<file path="config.mk">
export PLATFORM = sky130hd
export DESIGN_NAME = mem_arbiter_flat
export DESIGN_NICKNAME = d
export VERILOG_FILES = /design/src/rtl/mem_arbiter_if.sv /design/src/rtl/mem_arbiter.sv /design/src/flat_wrapper.sv
export SDC_FILE = /design/constraint.sdc
export NUM_CORES = 1
export LEC_CHECK = 0
export CELL_PAD_IN_SITES_DETAIL_PLACEMENT = 1
export CELL_PAD_IN_SITES_GLOBAL_PLACEMENT = 2
export CORE_UTILIZATION = 25
export DETAILED_ROUTE_END_ITERATION = 10
export PLACE_DENSITY = 0.83
export SYNTH_ARGS = -nofsm -noshare
export SYNTH_HDL_FRONTEND = slang
export SYNTH_SLANG_ARGS = --single-unit
</file>
<file path="constraint.sdc">
create_clock -name clk -period 2.1 [get_ports clk]
set_clock_uncertainty 0.05 [all_clocks]
set_input_delay 0.42 -clock clk [delete_from_list [all_inputs] [get_ports clk]]
set_output_delay 0.42 -clock clk [all_outputs]
set_load 0.03 [all_outputs]
</file>
<file path="src/rtl/mem_arbiter_if.sv">
// mem_arbiter_if
//   Bundles the two requester ports (instruction fetch, data load/store) and
//   the Avalon-style memory master port that mem_arbiter sequences.
//
//   Handshake semantics:
//     * i_req / d_req are levels. A requester raises req with its address
//       (and data fields) and holds req until it sees the matching one-cycle
//       *_ack. *_rdata / *_err are meaningful only while *_ack is high, and
//       read as zero otherwise. A req still high after its ack is treated as
//       a fresh request.
//     * mem_read / mem_write are valid strobes. The bus address, write data
//       and byte enables are held constant while the slave keeps
//       mem_waitrequest high. A transfer completes in the cycle where a
//       strobe is high and mem_waitrequest is low. mem_readdata is sampled
//       in that cycle.
//
//   Modports:
//     master - the arbiter: it consumes requests and masters the memory bus.
//     slave  - the environment: the requesters plus the memory slave.
interface mem_arbiter_if #(
  parameter int ADDR_W = 32,
  parameter int DATA_W = 32
);
  localparam int BE_W = DATA_W / 8;

  // Instruction fetch requester
  logic              i_req;
  logic [ADDR_W-1:0] i_addr;
  logic              i_ack;
  logic [DATA_W-1:0] i_rdata;
  logic              i_err;

  // Data load/store requester
  logic              d_req;
  logic              d_write;
  logic [ADDR_W-1:0] d_addr;
  logic [DATA_W-1:0] d_wdata;
  logic [BE_W-1:0]   d_byteen;
  logic              d_ack;
  logic [DATA_W-1:0] d_rdata;
  logic              d_err;

  // Memory master port
  logic [ADDR_W-1:0] mem_address;
  logic [DATA_W-1:0] mem_writedata;
  logic [BE_W-1:0]   mem_byteenable;
  logic              mem_read;
  logic              mem_write;
  logic              mem_waitrequest;
  logic [DATA_W-1:0] mem_readdata;

  modport master (
    input  i_req, i_addr,
    output i_ack, i_rdata, i_err,
    input  d_req, d_write, d_addr, d_wdata, d_byteen,
    output d_ack, d_rdata, d_err,
    output mem_address, mem_writedata, mem_byteenable, mem_read, mem_write,
    input  mem_waitrequest, mem_readdata
  );

  modport slave (
    output i_req, i_addr,
    input  i_ack, i_rdata, i_err,
    output d_req, d_write, d_addr, d_wdata, d_byteen,
    input  d_ack, d_rdata, d_err,
    input  mem_address, mem_writedata, mem_byteenable, mem_read, mem_write,
    output mem_waitrequest, mem_readdata
  );
endinterface

</file>
<file path="src/rtl/mem_arbiter.sv">
// mem_arbiter
//   Shares one Avalon-style memory master port between instruction fetch and
//   data load/store. One request is latched at a time, the bus is held stable
//   across mem_waitrequest, and completion is returned as a one-cycle ack.
//   A stall that lasts longer than TIMEOUT cycles is aborted and reported
//   through *_err.
//
//   Parameters: ADDR_W, DATA_W (byte enables = DATA_W/8), TIMEOUT (0 = off)
//   Ports:
//     clk         - clock, rising edge
//     reset       - asynchronous, active-low reset
//     bus         - mem_arbiter_if.master: requester ports + memory port
//     busy        - high whenever the FSM is not IDLE
//     o_dbg_state - current FSM state (0 IDLE, 1 ISSUE, 2 RESP)
module mem_arbiter #(
  parameter int ADDR_W  = 32,
  parameter int DATA_W  = 32,
  parameter int TIMEOUT = 255
) (
  input  logic                 clk,
  input  logic                 reset,
  mem_arbiter_if.master        bus,
  output logic                 busy,
  output logic [1:0]           o_dbg_state
);
  localparam int BE_W  = DATA_W / 8;
  // One spare bit keeps the counter legal when the timeout is disabled.
  localparam int CNT_W = (TIMEOUT > 0) ? $clog2(TIMEOUT + 1) : 1;

  typedef enum logic [1:0] {
    S_IDLE  = 2'd0,
    S_ISSUE = 2'd1,
    S_RESP  = 2'd2
  } state_t;

  state_t            r_state;
  logic              r_last_grant;  // 1 = data was granted last
  logic              r_grant_d;     // current transfer belongs to data port
  logic [CNT_W-1:0]  r_stall;
  logic [ADDR_W-1:0] r_addr;
  logic [DATA_W-1:0] r_wdata;
  logic [BE_W-1:0]   r_byteen;
  logic              r_mem_read;
  logic              r_mem_write;
  logic              r_i_ack;
  logic              r_i_err;
  logic [DATA_W-1:0] r_i_rdata;
  logic              r_d_ack;
  logic              r_d_err;
  logic [DATA_W-1:0] r_d_rdata;

  logic              w_pick_d;
  logic              w_timeout;
  logic              w_stall_max;
  logic              w_store;
  logic [DATA_W-1:0] w_rd_cap;

  // Data wins when it is the only requester, or on contention when fetch
  // was served last.
  assign w_pick_d    = bus.d_req && (!bus.i_req || !r_last_grant);
  assign w_store     = w_pick_d && bus.d_write;
  assign w_timeout   = (TIMEOUT != 0) && (r_stall >= CNT_W'(TIMEOUT));
  assign w_stall_max = &r_stall;
  assign w_rd_cap    = r_mem_read ? bus.mem_readdata : '0;

  always_ff @(posedge clk or negedge reset) begin
    if (!reset) begin
      r_state      <= S_IDLE;
      r_last_grant <= 1'b1;
      r_grant_d    <= 1'b0;
      r_stall      <= '0;
      r_addr       <= '0;
      r_wdata      <= '0;
      r_byteen     <= '0;
      r_mem_read   <= 1'b0;
      r_mem_write  <= 1'b0;
      r_i_ack      <= 1'b0;
      r_i_err      <= 1'b0;
      r_i_rdata    <= '0;
      r_d_ack      <= 1'b0;
      r_d_err      <= 1'b0;
      r_d_rdata    <= '0;
    end else begin
      case (r_state)
        S_IDLE: begin
          if (bus.i_req || bus.d_req) begin
            r_grant_d   <= w_pick_d;
            r_addr      <= w_pick_d ? bus.d_addr : bus.i_addr;
            r_wdata     <= w_store ? bus.d_wdata : '0;
            r_byteen    <= w_pick_d ? bus.d_byteen : '1;
            r_mem_read  <= !w_store;
            r_mem_write <= w_store;
            r_stall     <= '0;
            r_state     <= S_ISSUE;
          end
        end
        S_ISSUE: begin
          // A completing cycle wins over the timeout check.
          if (!bus.mem_waitrequest) begin
            r_mem_read  <= 1'b0;
            r_mem_write <= 1'b0;
            r_i_ack     <= !r_grant_d;
            r_d_ack     <= r_grant_d;
            r_i_rdata   <= r_grant_d ? '0 : w_rd_cap;
            r_d_rdata   <= r_grant_d ? w_rd_cap : '0;
            r_state     <= S_RESP;
          end else if (w_timeout) begin
            r_mem_read  <= 1'b0;
            r_mem_write <= 1'b0;
            r_i_ack     <= !r_grant_d;
            r_d_ack     <= r_grant_d;
            r_i_err     <= !r_grant_d;
            r_d_err     <= r_grant_d;
            r_i_rdata   <= '0;
            r_d_rdata   <= '0;
            r_state     <= S_RESP;
          end else if (!w_stall_max) begin
            r_stall <= r_stall + CNT_W'(1);
          end
        end
        S_RESP: begin
          r_i_ack      <= 1'b0;
          r_i_err      <= 1'b0;
          r_i_rdata    <= '0;
          r_d_ack      <= 1'b0;
          r_d_err      <= 1'b0;
          r_d_rdata    <= '0;
          r_last_grant <= r_grant_d;
          r_state      <= S_IDLE;
        end
        default: r_state <= S_IDLE;
      endcase
    end
  end

  assign bus.mem_address    = r_addr;
  assign bus.mem_writedata  = r_wdata;
  assign bus.mem_byteenable = r_byteen;
  assign bus.mem_read       = r_mem_read;
  assign bus.mem_write      = r_mem_write;
  assign bus.i_ack          = r_i_ack;
  assign bus.i_err          = r_i_err;
  assign bus.i_rdata        = r_i_rdata;
  assign bus.d_ack          = r_d_ack;
  assign bus.d_err          = r_d_err;
  assign bus.d_rdata        = r_d_rdata;

  assign busy        = (r_state != S_IDLE);
  assign o_dbg_state = r_state;
endmodule

</file>
<file path="src/flat_wrapper.sv">
// flat-port wrapper written by rule: the top's interface ports become plain ports
module mem_arbiter_flat 
#(
  parameter int ADDR_W  = 32,
  parameter int DATA_W  = 32,
  parameter int TIMEOUT = 255
)
  (clk, reset, busy, o_dbg_state, bus_i_req, bus_i_addr, bus_i_ack, bus_i_rdata, bus_i_err, bus_d_req, bus_d_write, bus_d_addr, bus_d_wdata, bus_d_byteen, bus_d_ack, bus_d_rdata, bus_d_err, bus_mem_address, bus_mem_writedata, bus_mem_byteenable, bus_mem_read, bus_mem_write, bus_mem_waitrequest, bus_mem_readdata);
  mem_arbiter_if #(.ADDR_W(ADDR_W), .DATA_W(DATA_W)) bus_i ();
  input  logic clk;
  input  logic reset;
  output logic busy;
  output logic [1:0] o_dbg_state;
  input wire logic [$bits(bus_i.i_req)-1:0] bus_i_req;
  input wire logic [$bits(bus_i.i_addr)-1:0] bus_i_addr;
  output wire logic [$bits(bus_i.i_ack)-1:0] bus_i_ack;
  output wire logic [$bits(bus_i.i_rdata)-1:0] bus_i_rdata;
  output wire logic [$bits(bus_i.i_err)-1:0] bus_i_err;
  input wire logic [$bits(bus_i.d_req)-1:0] bus_d_req;
  input wire logic [$bits(bus_i.d_write)-1:0] bus_d_write;
  input wire logic [$bits(bus_i.d_addr)-1:0] bus_d_addr;
  input wire logic [$bits(bus_i.d_wdata)-1:0] bus_d_wdata;
  input wire logic [$bits(bus_i.d_byteen)-1:0] bus_d_byteen;
  output wire logic [$bits(bus_i.d_ack)-1:0] bus_d_ack;
  output wire logic [$bits(bus_i.d_rdata)-1:0] bus_d_rdata;
  output wire logic [$bits(bus_i.d_err)-1:0] bus_d_err;
  output wire logic [$bits(bus_i.mem_address)-1:0] bus_mem_address;
  output wire logic [$bits(bus_i.mem_writedata)-1:0] bus_mem_writedata;
  output wire logic [$bits(bus_i.mem_byteenable)-1:0] bus_mem_byteenable;
  output wire logic [$bits(bus_i.mem_read)-1:0] bus_mem_read;
  output wire logic [$bits(bus_i.mem_write)-1:0] bus_mem_write;
  input wire logic [$bits(bus_i.mem_waitrequest)-1:0] bus_mem_waitrequest;
  input wire logic [$bits(bus_i.mem_readdata)-1:0] bus_mem_readdata;
  assign bus_i.i_req = bus_i_req;
  assign bus_i.i_addr = bus_i_addr;
  assign bus_i_ack = bus_i.i_ack;
  assign bus_i_rdata = bus_i.i_rdata;
  assign bus_i_err = bus_i.i_err;
  assign bus_i.d_req = bus_d_req;
  assign bus_i.d_write = bus_d_write;
  assign bus_i.d_addr = bus_d_addr;
  assign bus_i.d_wdata = bus_d_wdata;
  assign bus_i.d_byteen = bus_d_byteen;
  assign bus_d_ack = bus_i.d_ack;
  assign bus_d_rdata = bus_i.d_rdata;
  assign bus_d_err = bus_i.d_err;
  assign bus_mem_address = bus_i.mem_address;
  assign bus_mem_writedata = bus_i.mem_writedata;
  assign bus_mem_byteenable = bus_i.mem_byteenable;
  assign bus_mem_read = bus_i.mem_read;
  assign bus_mem_write = bus_i.mem_write;
  assign bus_i.mem_waitrequest = bus_mem_waitrequest;
  assign bus_i.mem_readdata = bus_mem_readdata;
  mem_arbiter #(.ADDR_W(ADDR_W), .DATA_W(DATA_W), .TIMEOUT(TIMEOUT)) u_core (.clk(clk), .reset(reset), .bus(bus_i), .busy(busy), .o_dbg_state(o_dbg_state));
endmodule
</file>
Word level (Yosys, flattened, before mapping)
Cells that the tools add are included.
Widths: inputs -> output; s select.
{"block": "totals", "out_inout_bits": 141, "elab_cells": 80, "inputBits": 138, "register_bits": 150}
{"block": "classes", "reduce_logical": 19, "muxes": 36, "eq_ne": 8, "addsub": 1, "magnitude_cmp": 1}
{"operator": "$mux 32", "count": 8}
{"operator": "$pmux 32 s2", "count": 2}
{"operator": "$mux 8", "count": 4}
{"operator": "$pmux 8 s2", "count": 1}
{"operator": "$pmux 1 s2", "count": 6}
{"operator": "$mux 1", "count": 10}
{"operator": "$add 8x1->8 const B", "count": 1}
{"operator": "$ge 8x8->1 const B", "count": 1}
{"operator": "$reduce_and 8->1", "count": 1}
{"operator": "$mux 2", "count": 3}
{"operator": "$ne 2x2->1 const B", "count": 3}
{"operator": "$reduce_and 2->1", "count": 3}
{"operator": "$reduce_and 3->1", "count": 2}
{"operator": "$reduce_bool 2->1", "count": 3}
{"operator": "$reduce_and 5->1", "count": 1}
{"operator": "$logic_not 1->1", "count": 4}
{"operator": "$mux 4", "count": 1}
{"operator": "$ne 2x1->1 const B", "count": 2}
{"operator": "$pmux 2 s2", "count": 1}
{"operator": "$ne 3x2->1 const B", "count": 1}
{"operator": "$eq 2x1->1 const B", "count": 1}
{"operator": "$eq 2x2->1 const B", "count": 1}
{"operator": "$logic_and 1x1->1", "count": 2}
{"operator": "$logic_not 2->1", "count": 1}
{"operator": "$logic_or 1x1->1", "count": 2}

Depth between registers and ports, before layout
{"block": "depth", "ltp_word": 7, "depth_mapped": 7, "ltp_nobuf": 6}

Worst setup path after synthesis
Ideal clock, no wire load.
{"block": "synth_timing", "path_type": "reg-to-reg", "start": "register u_core.r_state[0], in the netlist u_core.o_dbg_state[0]", "end": "register u_core.r_state[0], in the netlist u_core.o_dbg_state[0]", "required_ns": 1.925, "setup_slack_ns": 0.071, "setup_ns": 0.125, "n_path_buf": 1, "stages_incl_launch_ff": 7, "period_less_slack_ns": 2.029, "arrival_time_ns": 1.855, "path_cell_list": "dfrtp_1 > inv_1 > ha_1 > or3b_1 > buf_2 > o21ai_0 > mux2_2"}
{"block": "synth_between", "elab_chain_cells": 3, "word_cells_on_any_way": 6, "cone_classes": "eq/ne (3); mux (1); reduce/logical (2)"}
{"element": "from (decl)", "line_no": "mem_arbiter.sv:36", "rtl": "state_t r_state;"}
{"element": "from (signal assigned)", "line_no": "mem_arbiter.sv:68", "rtl": "r_state <= S_IDLE;"}
{"element": "from (signal assigned)", "line_no": "mem_arbiter.sv:94", "rtl": "r_state <= S_ISSUE;"}
{"element": "from (signal assigned)", "line_no": "mem_arbiter.sv:106", "rtl": "r_state <= S_RESP;"}
{"element": "$eq 2x1->1 / $logic_not 2->1 (equally long branches)", "line_no": "mem_arbiter.sv:84", "rtl": "case (r_state)"}
{"element": "$ne 3x2->1 (no line) / $ne 2x1->1 (equally long branches)"}
{"element": "$reduce_and 2->1 (no line)"}
Parallel ways exist; a longest one is shown, timed or not.
A chain may end at the register's enable or synchronous reset.

Worst setup path after layout
{"block": "layout_timing", "start": "register u_core.r_state[0], in the netlist u_core.o_dbg_state[0]", "end": "output o_dbg_state[0]"}
{"element": "to (decl)", "line_no": "flat_wrapper.sv:13", "rtl": "output logic [1:0] o_dbg_state;"}
No word-level cell between the ends.

==> run summary <==
Worst-path clk slew: 0.07 ns
DR DRC count: 0
Core Area: 23,610 sq um
Hold Violations, Final: 0
# IOs: 279
#FFs+latches synth: 150
DIE WIDTH: 157.5 um
Slew Viols, Final: 0
vias in the first global route: 5,554
cells after synthesis: 472
commonest non-fill, non-tap cell in the layout: clkdlybuf4s50_1
wire length per cell: 18.05 um
Root Driver: clkbuf_16
Worst Setup End Kind: output pin
Routed Antenna Nets: 0
first-pass GRT wire length: 31.15 mm
CP arrival: 1.58 ns
Worst Setup Start Kind: register
final net count: 906
power per cell area: 1586 nW/um^2
pre-CTS WS: -0.04210 ns
setup violators final: 0
DP Area: 9398 sq um
Crit Path Category: register to output pin
initial antenna violation count: 0
syn nets: 615
CP max-delay cell: clkdlybuf4s50_1
final core occ: 42.26%
count of input and output buffers: 278
gpl congestion: 0.7563
GRT overflow: 0
RSZ-0062 raised after global routing: no
total number of vias: 5,082
Pre-antenna DRT Iters: 4
crit-path cells: clkdlybuf4s50_1
Design Power: 0.01583 W
LEAKAGE: 4.297 nW
clock latency on the worst-skew pair: 0.41 ns
crit-path max cell delay: 0.74 ns
dpl cells: 1,061
CP delay by family, top: buffers and inverters
Syn Area/Cell: 12.81 sq um
synth-to-layout area growth: 65.07%
hpwl dp: 14.74 mm
run status: complete, no violations
GRT Total Usage: 16.53%
sequential area share after synthesis: 62.11%
ANT cells: 0
Mapped Area: 6046 sq um
H-tree Lvls: 4
max_cap viols: 0
final wirelength: 19.76 mm
FMAX: 0.4888 GHz
effective utilization at floorplan: 25.60%
fin crit period: 2.046 ns
Bufs on Longest Clock Path: 2
period utilisation layout: 97.42%
slack of the critical path: 0.05420 ns
layout cells sized above 1: 10.57%
Cell variety after synth: 43
Rel. slew slack: 66.82%
worst path bufs/invs: 1
CP max FO: 4
final instance area: 9980 sq um
clock buffers created by TritonCTS: 17
pin count of the biggest net entering global routing: 54
DR iter-0 viols: 219
Max VDD drop: 0.5944 mV
site row count: 56
Via density: 4.641
most frequent cells in the layout: 274 x clkdlybuf4s50_1, 148 x dfrtp_1, 75 x a22o_1
WP data required: 1.63 ns
Hold Crit Class: input pin to async pin
CTS Sinks: 150
Slew @ Worst Pin: 0.4966 ns
Cell Count, Final, Fillers Out: 1,095
synthesis warning total: 0
Die Area: 24,810 sq um
CTS tree: done
Die H: 157.5 um
## state kept, by name (all words and copies together) (netlist names), 2 cells and up
register                   flops
u_core.bus.d_rdata            32
u_core.bus.mem_address        32
u_core.o_dbg_state             2
u_core.bus.mem_writedata      32
u_core.bus.i_rdata            32
u_core.r_stall                 8
u_core.bus.mem_byteenable      4
## layout make-up
type                            instances  area [sq um]
Clock inverter                         15         136.4
Multi-Input combinational cell        281          2122
Clock buffer                           17         425.4
Fill cell                            2572         13630
Inverter                                4         15.01
Sequential cell                       150          3756
Timing Repair Buffer                  309          3126
Tap cell                              319         399.1
## power breakdown
part           internal (W)  switching, W  leakage, nW
Combinational       0.00347       0.00463         2.05
Clock               0.00156       0.00137        0.274
Sequential          0.00407      0.000732         1.97
Total               0.00910       0.00673         4.30
## cells by family (layout without fill, tap and decap cells)
| logic type | count (synthesis) | in the layout | synth area share, % |
|---|---|---|---|
| adders and majority gates | 5 | 5 | 1.035 |
| buffers and inverters | 41 | 345 | 3.435 |
| muxes | 38 | 38 | 6.416 |
| AOI/OAI and AO/OA | 159 | 159 | 20.90 |
| DFF | 150 | 150 | 62.11 |
| and+or+nand+nor | 79 | 79 | 6.106 |
## synthesized netlist by cell type
master | instances | area share [%]
o31ai_1 | 1 | 0.12
nand3_1 | 8 | 0.66
dfstp_2 | 1 | 0.43
a221o_1 | 1 | 0.17
a32o_1 | 22 | 3.6
o21ai_1 | 2 | 0.17
or3b_1 | 1 | 0.14
and4_1 | 1 | 0.14
mux2i_1 | 32 | 5.3
o21ai_4 | 1 | 0.27
a22o_1 | 75 | 11
and3_1 | 1 | 0.10
a31oi_1 | 1 | 0.10
nand2_1 | 47 | 2.9
a21oi_1 | 5 | 0.41
ha_1 | 5 | 1.0
buf_2 | 13 | 1.1
and2_1 | 2 | 0.21
nor2_1 | 5 | 0.31
nor3b_1 | 1 | 0.12
mux2_2 | 6 | 1.1
o211ai_1 | 2 | 0.25
buf_6 | 5 | 0.93
nand4_1 | 3 | 0.31
nand4_2 | 1 | 0.21
o21ai_0 | 35 | 2.9
dfrtp_1 | 149 | 62
nand4b_1 | 1 | 0.14
o41ai_1 | 1 | 0.14
nor4_1 | 1 | 0.10
o22a_1 | 4 | 0.58
o21ai_2 | 1 | 0.14
clkbuf_1 | 19 | 1.2
o311ai_0 | 3 | 0.43
o21a_1 | 1 | 0.12
o2bb2ai_1 | 2 | 0.29
a21boi_0 | 1 | 0.12
inv_1 | 4 | 0.25
nor2b_1 | 1 | 0.10
and3b_1 | 1 | 0.14
nor3_1 | 4 | 0.33
nor4b_1 | 1 | 0.14
o211a_1 | 1 | 0.17
## path summary, 6_finish.rpt
path / start / to / slack (ns) / depth (start not counted)
worst max-delay path: u_core.o_dbg_state[0]$_DFFE_PN0P_ / o_dbg_state[0] / 0.05 / 1
worst min-delay path: reset / u_core.bus.d_rdata[10]$_DFFE_PN0P_ / 0.43 / 2
worst max register to register: u_core.r_stall[0]$_DFFE_PN0P_ / u_core.bus.i_rdata[21]$_DFFE_PN0P_ / 0.18 / 6
worst min register to register: u_core.bus.mem_address[21]$_DFFE_PN0P_ / u_core.bus.mem_address[21]$_DFFE_PN0P_ / 0.43 / 2
max in group asynchronous: reset / u_core.r_last_grant$_DFFE_PN1P_ / 0.95 / 3
min in group clk: u_core.bus.mem_address[21]$_DFFE_PN0P_ / u_core.bus.mem_address[21]$_DFFE_PN0P_ / 0.43 / 2
## through the flow
stage               hold WS, ns  TNS [ns]
floorplan               0.07441         0
global placement         0.2999  -0.01729
CTS                      0.4175         0
detailed placement       0.2965  -0.07264
finish                   0.4269         0
global route             0.4451         0
## per-layer routing
layer  track usage, %  routed length (um)  vias up  part of all wire (%)
li1                 -                   -     2379                     -
met1            20.19                8389     2465                    42
met2            27.01                9204      222                    47
met3            5.892                1875       16                   9.5
met4            5.317                 292        0                   1.5
met5                0                   0        -                     0
## timing repair
item,in CTS,in global routing
setup buffers,0,1
gates resized for setup,3,2
hold buffers,1,0
endpoints found under the setup margin,1,1
hold endpoints to repair,34,0
Note: power is estimated with default switching activity, not from simulation.
